==> src/rtl/version_pkg.sv <==
// rtl/version_pkg.sv - build identification constants stamped into the report frame
package version_pkg;

  localparam logic [7:0]  VERSION_MAJOR = 8'h00;
  localparam logic [7:0]  VERSION_MINOR = 8'h00;
  localparam logic [7:0]  VERSION_PATCH = 8'h00;
  localparam logic [7:0]  VERSION_BUILD = 8'h36;
  localparam logic [15:0] BUILD_YEAR    = 16'h2025;
  localparam logic [7:0]  BUILD_MONTH   = 8'h11;
  localparam logic [7:0]  BUILD_DAY     = 8'h05;
  localparam logic [7:0]  BUILD_HOUR    = 8'h18;
  localparam logic [7:0]  BUILD_MINUTE  = 8'h54;
  localparam logic [7:0]  BUILD_SECOND  = 8'h41;

endpackage

==> src/rtl/version_report_pkg.sv <==
// rtl/version_report_pkg.sv - frame layout, state type and frame builder for the version report
package version_report_pkg;
  import version_pkg::*;

  localparam int C_FRAME_LEN = 14;

  localparam logic [3:0] C_IDX_SYNC0  = 4'd0;
  localparam logic [3:0] C_IDX_SYNC1  = 4'd1;
  localparam logic [3:0] C_IDX_MAJOR  = 4'd2;
  localparam logic [3:0] C_IDX_MINOR  = 4'd3;
  localparam logic [3:0] C_IDX_PATCH  = 4'd4;
  localparam logic [3:0] C_IDX_BUILD  = 4'd5;
  localparam logic [3:0] C_IDX_YEAR_H = 4'd6;
  localparam logic [3:0] C_IDX_YEAR_L = 4'd7;
  localparam logic [3:0] C_IDX_MONTH  = 4'd8;
  localparam logic [3:0] C_IDX_DAY    = 4'd9;
  localparam logic [3:0] C_IDX_HOUR   = 4'd10;
  localparam logic [3:0] C_IDX_MINUTE = 4'd11;
  localparam logic [3:0] C_IDX_SECOND = 4'd12;
  localparam logic [3:0] C_IDX_CHK    = 4'd13;

  localparam logic [7:0] C_SYNC0_DEFAULT = 8'hA5;
  localparam logic [7:0] C_SYNC1_DEFAULT = 8'h5A;

  typedef logic [C_FRAME_LEN-1:0][7:0] frame_t;

  typedef enum logic [1:0] {
    IDLE = 2'd0,
    SEND = 2'd1,
    DONE = 2'd2
  } state_t;

  // Checksum covers the payload only (MAJOR..SECOND), never the sync bytes.
  function automatic frame_t build_frame(input logic [7:0] sync0, input logic [7:0] sync1);
    frame_t     f;
    logic [7:0] chk;
    f               = '0;
    f[C_IDX_SYNC0]  = sync0;
    f[C_IDX_SYNC1]  = sync1;
    f[C_IDX_MAJOR]  = VERSION_MAJOR;
    f[C_IDX_MINOR]  = VERSION_MINOR;
    f[C_IDX_PATCH]  = VERSION_PATCH;
    f[C_IDX_BUILD]  = VERSION_BUILD;
    f[C_IDX_YEAR_H] = BUILD_YEAR[15:8];
    f[C_IDX_YEAR_L] = BUILD_YEAR[7:0];
    f[C_IDX_MONTH]  = BUILD_MONTH;
    f[C_IDX_DAY]    = BUILD_DAY;
    f[C_IDX_HOUR]   = BUILD_HOUR;
    f[C_IDX_MINUTE] = BUILD_MINUTE;
    f[C_IDX_SECOND] = BUILD_SECOND;
    chk = 8'h00;
    for (int i = int'(C_IDX_MAJOR); i <= int'(C_IDX_SECOND); i++) begin
      chk = chk ^ f[i];
    end
    f[C_IDX_CHK] = chk;
    return f;
  endfunction

endpackage

==> src/rtl/version_tick_gen.sv <==
// rtl/version_tick_gen.sv - free-running period counter emitting a one-cycle tick at wrap
module version_tick_gen #(
  parameter logic [31:0] PERIOD_CYCLES = 32'd100_000_000
) (
  input  logic clk,
  input  logic rst_n,
  output logic tick_o
);

  localparam logic [31:0] C_LAST = (PERIOD_CYCLES == 32'd0) ? 32'd0 : PERIOD_CYCLES - 32'd1;

  logic [31:0] cnt_q;

  always_ff @(posedge clk or negedge rst_n) begin
    if (!rst_n) begin
      cnt_q <= 32'd0;
    end else if (PERIOD_CYCLES == 32'd0 || cnt_q == C_LAST) begin
      cnt_q <= 32'd0;
    end else begin
      cnt_q <= cnt_q + 32'd1;
    end
  end

  assign tick_o = (PERIOD_CYCLES != 32'd0) && (cnt_q == C_LAST);

endmodule

==> src/rtl/version_report_tx.sv <==
// rtl/version_report_tx.sv - serializes the build identification frame onto a byte stream
module version_report_tx
  import version_report_pkg::*;
#(
  parameter logic [31:0] PERIOD_CYCLES = 32'd100_000_000,
  parameter logic [7:0]  SYNC0         = C_SYNC0_DEFAULT,
  parameter logic [7:0]  SYNC1         = C_SYNC1_DEFAULT
) (
  input  logic        clk,
  input  logic        rst_n,
  input  logic        trigger_i,
  output logic [7:0]  m_tdata,
  output logic        m_tvalid,
  input  logic        m_tready,
  output logic        m_tlast,
  output logic        busy_o,
  output logic [15:0] frame_count_o
);

  localparam frame_t C_FRAME = build_frame(SYNC0, SYNC1);

  state_t     state_q;
  logic [3:0] idx_q;
  logic [3:0] idx_nxt;
  logic       pending_q;
  logic       tick;
  logic       req;

  version_tick_gen #(
    .PERIOD_CYCLES(PERIOD_CYCLES)
  ) u_tick_gen (
    .clk    (clk),
    .rst_n  (rst_n),
    .tick_o (tick)
  );

  assign req     = trigger_i | tick;
  assign idx_nxt = idx_q + 4'd1;
  assign busy_o  = (state_q != IDLE);

  always_ff @(posedge clk or negedge rst_n) begin
    if (!rst_n) begin
      state_q       <= IDLE;
      idx_q         <= 4'd0;
      pending_q     <= 1'b0;
      m_tvalid      <= 1'b0;
      m_tlast       <= 1'b0;
      m_tdata       <= 8'h00;
      frame_count_o <= 16'h0000;
    end else begin
      case (state_q)
        IDLE: begin
          // A request coinciding with a stale pending flag still yields one frame.
          if (req || pending_q) begin
            state_q   <= SEND;
            idx_q     <= 4'd0;
            pending_q <= 1'b0;
            m_tvalid  <= 1'b1;
            m_tdata   <= C_FRAME[0];
            m_tlast   <= 1'b0;
          end
        end
        SEND: begin
          if (req) begin
            pending_q <= 1'b1;
          end
          if (m_tready) begin
            if (idx_q == C_IDX_CHK) begin
              state_q  <= DONE;
              m_tvalid <= 1'b0;
              m_tlast  <= 1'b0;
              m_tdata  <= 8'h00;
            end else begin
              idx_q   <= idx_nxt;
              m_tdata <= C_FRAME[idx_nxt];
              m_tlast <= (idx_nxt == C_IDX_CHK);
            end
          end
        end
        DONE: begin
          if (req) begin
            pending_q <= 1'b1;
          end
          frame_count_o <= frame_count_o + 16'd1;
          state_q       <= IDLE;
        end
        default: begin
          state_q  <= IDLE;
          m_tvalid <= 1'b0;
          m_tlast  <= 1'b0;
          m_tdata  <= 8'h00;
        end
      endcase
    end
  end

endmodule

==> config.mk <==
export PLATFORM = sky130hd
export DESIGN_NAME = version_report_tx
export DESIGN_NICKNAME = d
export VERILOG_FILES = /design/src/rtl/version_pkg.sv /design/src/rtl/version_report_pkg.sv /design/src/rtl/version_tick_gen.sv /design/src/rtl/version_report_tx.sv
export SDC_FILE = /design/constraint.sdc
export NUM_CORES = 1
export LEC_CHECK = 0
export CAP_MARGIN = 20
export CORE_UTILIZATION = 62
export DETAILED_ROUTE_END_ITERATION = 8
export PLACE_DENSITY = 0.88
export SLEW_MARGIN = 20
export SYNTH_ARGS = -nofsm -noshare
export SYNTH_HDL_FRONTEND = slang
export SYNTH_SLANG_ARGS = --single-unit
==> constraint.sdc <==
create_clock -name clk -period 3.5 [get_ports clk]
set_input_delay 0.35 -clock clk [delete_from_list [all_inputs] [get_ports clk]]
set_output_delay 0.35 -clock clk [all_outputs]
set_load 0.005 [all_outputs]
==> flow_summary_export.csv <==
group,metric,value,unit
die,die_w,76.15,um
logic_synthesis,yosysMostFrequentCell,"dfrtp_1",
cells_and_area,nFillCells,357,
logic_synthesis,synth_seq_cells,65,
clocking,cts_inserted_buffers,9,
timing,finalHoldViolations,0,
timing,max_freq,0.4458,GHz
global_routing,gr-total-overflow,0,
setup_path,cp-end-kind,"flop",
setup_path,startpoint,"state_q[1]$_DFFE_PN0P_",
timing,slew_headroom,0.5250,
logic_synthesis,yosys_warnings,0,
placed_design,gp_congestion,0.8710,
routing,drc,0,
timing,clock_skew,0.01192,ns
die,rows,26,
logic_synthesis,ys.flop_type,"dfrtp_1",
die,initial_utilization,0.6548,
placed_design,portBuffers,30,
pwr,p_per_area,541.4,nW/um2
cells_and_area,drive_gt1_frac,0.1261,
die,dieArea,5798,um2
setup_path,r2r_start,"state_q[1]$_DFFE_PN0P_",
worst_hold_path,hold_class,"in2async",
setup_path,cp.arrival,2.48,ns
global_routing,antenna_found_initial,0,
die,die_y,76.15,um
logic_synthesis,synth_area_leader_cell,"dfrtp_1",
clocking,clkSinkCount,65,
cells_and_area,multi_input_area,1678,um2
setup_path,critPathLaunchType,"flop",
logic_synthesis,ys_seq_area_frac,0.4772,
routing,wl_per_cell,16.08,um
die,core,5205,um2
routing,ant_nets,0,
setup_path,critPathMaxFanout,7,
die,pin_count,31,
pwr,ir_drop,394.0,uV
timing,worst_slew_pin_slew,0.7071,ns
logic_synthesis,synthTopCellsByCount,"65 x dfrtp_1, 28 x nand2_1, 27 x xnor2_1, 24 x nor2_1, 19 x nand3_1",
routing,drt-initial-drc-count,122,
logic_synthesis,synthCells,322,
routing,vias_per_cell,5.984,
clocking,clkLatencyLatePin,0.35,ns
global_routing,grt_max_degree,35,
clocking,hold_buffers,0,
pwr,p_leak,0.001749,uW
cells_and_area,post-route-cell-area,3924,um2
setup_path,crit_type,"reg2reg",
timing,setup_ws,1.257,ns
timing,fin_hold_ws,0.05026,ns
routing,vias,2555,
routing,wl,6866,um
flow_run,max-cap-violations,0,
outcome,status,"finished clean",
clocking,clock_path_buffers,2,
logic_synthesis,synth.top_cells.by_area,"dfrtp_1 48%, xnor2_1 6.9%, xor2_1 4.6%",
setup_path,endpoint,"idx_q[1]$_DFFE_PN0P_",
global_routing,grt_pass1_vias,2616,
timing,finalSetupViolations,0,
timing,slew_violations,0,
placed_design,hpwl,4733,um
placed_design,place_ws,1.314,ns
cells_and_area,ff_latch_area,1627,um2
cells_and_area,layout.nets,367,
logic_synthesis,syn_area_per_cell,10.58,um2
clocking,tritoncts,"done",
global_routing,track_usage,0.2602,
clocking,cts_max_level,3,
timing,tns,0,ns
timing,fin_crit,2.243,ns
clocking,cts_setup_buffers,0,
setup_path,r2r-end,"idx_q[1]$_DFFE_PN0P_",
logic_synthesis,async_reset_ff_frac,1.000,
clocking,cts.clk_slew.worst_paths,0.07,ns
logic_synthesis,synth_nets,337,
logic_synthesis,synth_top_area_frac,0.4772,
placed_design,placed_cell_area,3729,um2
cells_and_area,antenna_cells,0,
clocking,cts_resized,0,
global_routing,grt_pass1_wl,11930,um
logic_synthesis,synth_edf_count,0,
timing,period_share,0.6409,
logic_synthesis,synth_area,3408,um2
logic_synthesis,yosysUniqueCellTypes,56,
setup_path,critPathRequiredTime,3.73,ns
routing,drtPass1Iterations,4,
setup_path,r2r_slack,1.26,ns
setup_path,r2r_cells,6,
timing,grt_setup_unrepaired,"no",
clocking,root_buffer,"clkbuf_8",
cells_and_area,area_delta_synth_final,15.12,%
-- area by class of cell --
| cell class | instances | share of cell area |
|---|---|---|
| clock buffers | 9 | 0.03157 |
| clock inverters | 7 | 0.01818 |
| inverters | 9 | 0.008610 |
| multi-input cells | 236 | 0.4276 |
| flip-flops and latches | 65 | 0.4145 |
| well taps | 70 | 0.02232 |
| repair buffers | 31 | 0.07717 |
-- worst min path at each step --
stage	from	end	slack, ns	cells after the start
finish	rst_n	frame_count_o[5]$_DFFE_PN0N_	0.05	1
global route	rst_n	frame_count_o[7]$_DFFE_PN0N_	0.10	1
CTS	rst_n	frame_count_o[15]$_DFFE_PN0N_	0.08	1
detailed placement	rst_n	frame_count_o[2]$_DFFE_PN0N_	0.44	1
global placement	rst_n	frame_count_o[2]$_DFFE_PN0N_	0.43	1
floorplan	rst_n	frame_count_o[0]$_DFFE_PN0N_	0.05	0
-- per-layer routing --
| layer | track usage | share of wire | vias to the layer above |
|---|---|---|---|
| li1 | - | - | 1207 |
| met1 | 0.3280 | 0.43 | 1259 |
| met2 | 0.4345 | 0.50 | 77 |
| met3 | 0.05269 | 0.048 | 12 |
| met4 | 0.1173 | 0.017 | 0 |
| met5 | 0 | 0 | - |
-- per-stage QoR --
step           total power (uW)    util  instances
6_report                   2124  0.7538        427
5_1_grt                    2233  0.7538        427
4_1_cts                    2130  0.7538        427
3_5_place_dp               1503  0.7163        411
3_3_place_gp               1485  0.7163        411
2_1_floorplan              1284       -        322
-- logic make-up after synthesis --
kind of cell | synth area share
xor gates and xnor gates | 0.1156
buffers and inverters | 0.03047
DFF | 0.4772
adders and majority gates | 0.04038
muxes | 0.03965
AOI/OAI and AO/OA | 0.08921
and+or+nand+nor | 0.2074
-- cell usage in the layout, fill, tap and decap left out, types with 3 or more instances in the layout --
master           count
and3_2               3
nand2_1             28
o211ai_1             4
dfrtp_1             65
nand3_1             19
xnor2_1             27
xor2_1              18
clkdlybuf4s50_1     29
and3_1               5
nor3_1               4
clkinvlp_4           3
clkbuf_8             9
mux2_2               8
ha_1                11
nor4_1               4
nor2_1              24
o21ai_0              4
inv_1                9
mux2i_1              3
a21oi_1             12
nand4_1             15
and4_1               4
-- report_power, final --
| part | total (uW) | internal (uW) | leakage, uW | switching [uW] |
|---|---|---|---|---|
| Clock | 625 | 327 | 0.0000912 | 298 |
| Sequential | 899 | 830 | 0.000869 | 68.5 |
| Combinational | 601 | 311 | 0.000789 | 290 |
-- registers in the layout, indices dropped and copies added (netlist names) --
register and flops:
frame_count_o 16, idx_q 4, m_tdata 8, m_tlast 1, m_tvalid 1, pending_q 1, state_q 2, u_tick_gen.cnt_q 32
-- worst max-delay path, stage by stage (launching register included) --
cell and delay (ns):
dfrtp_1 0.41, inv_1 0.10, ha_1 0.25, inv_1 0.15, nor3_1 0.62, a21oi_1 0.28, a32o_1 0.32
(Power assumes the default switching activity.)
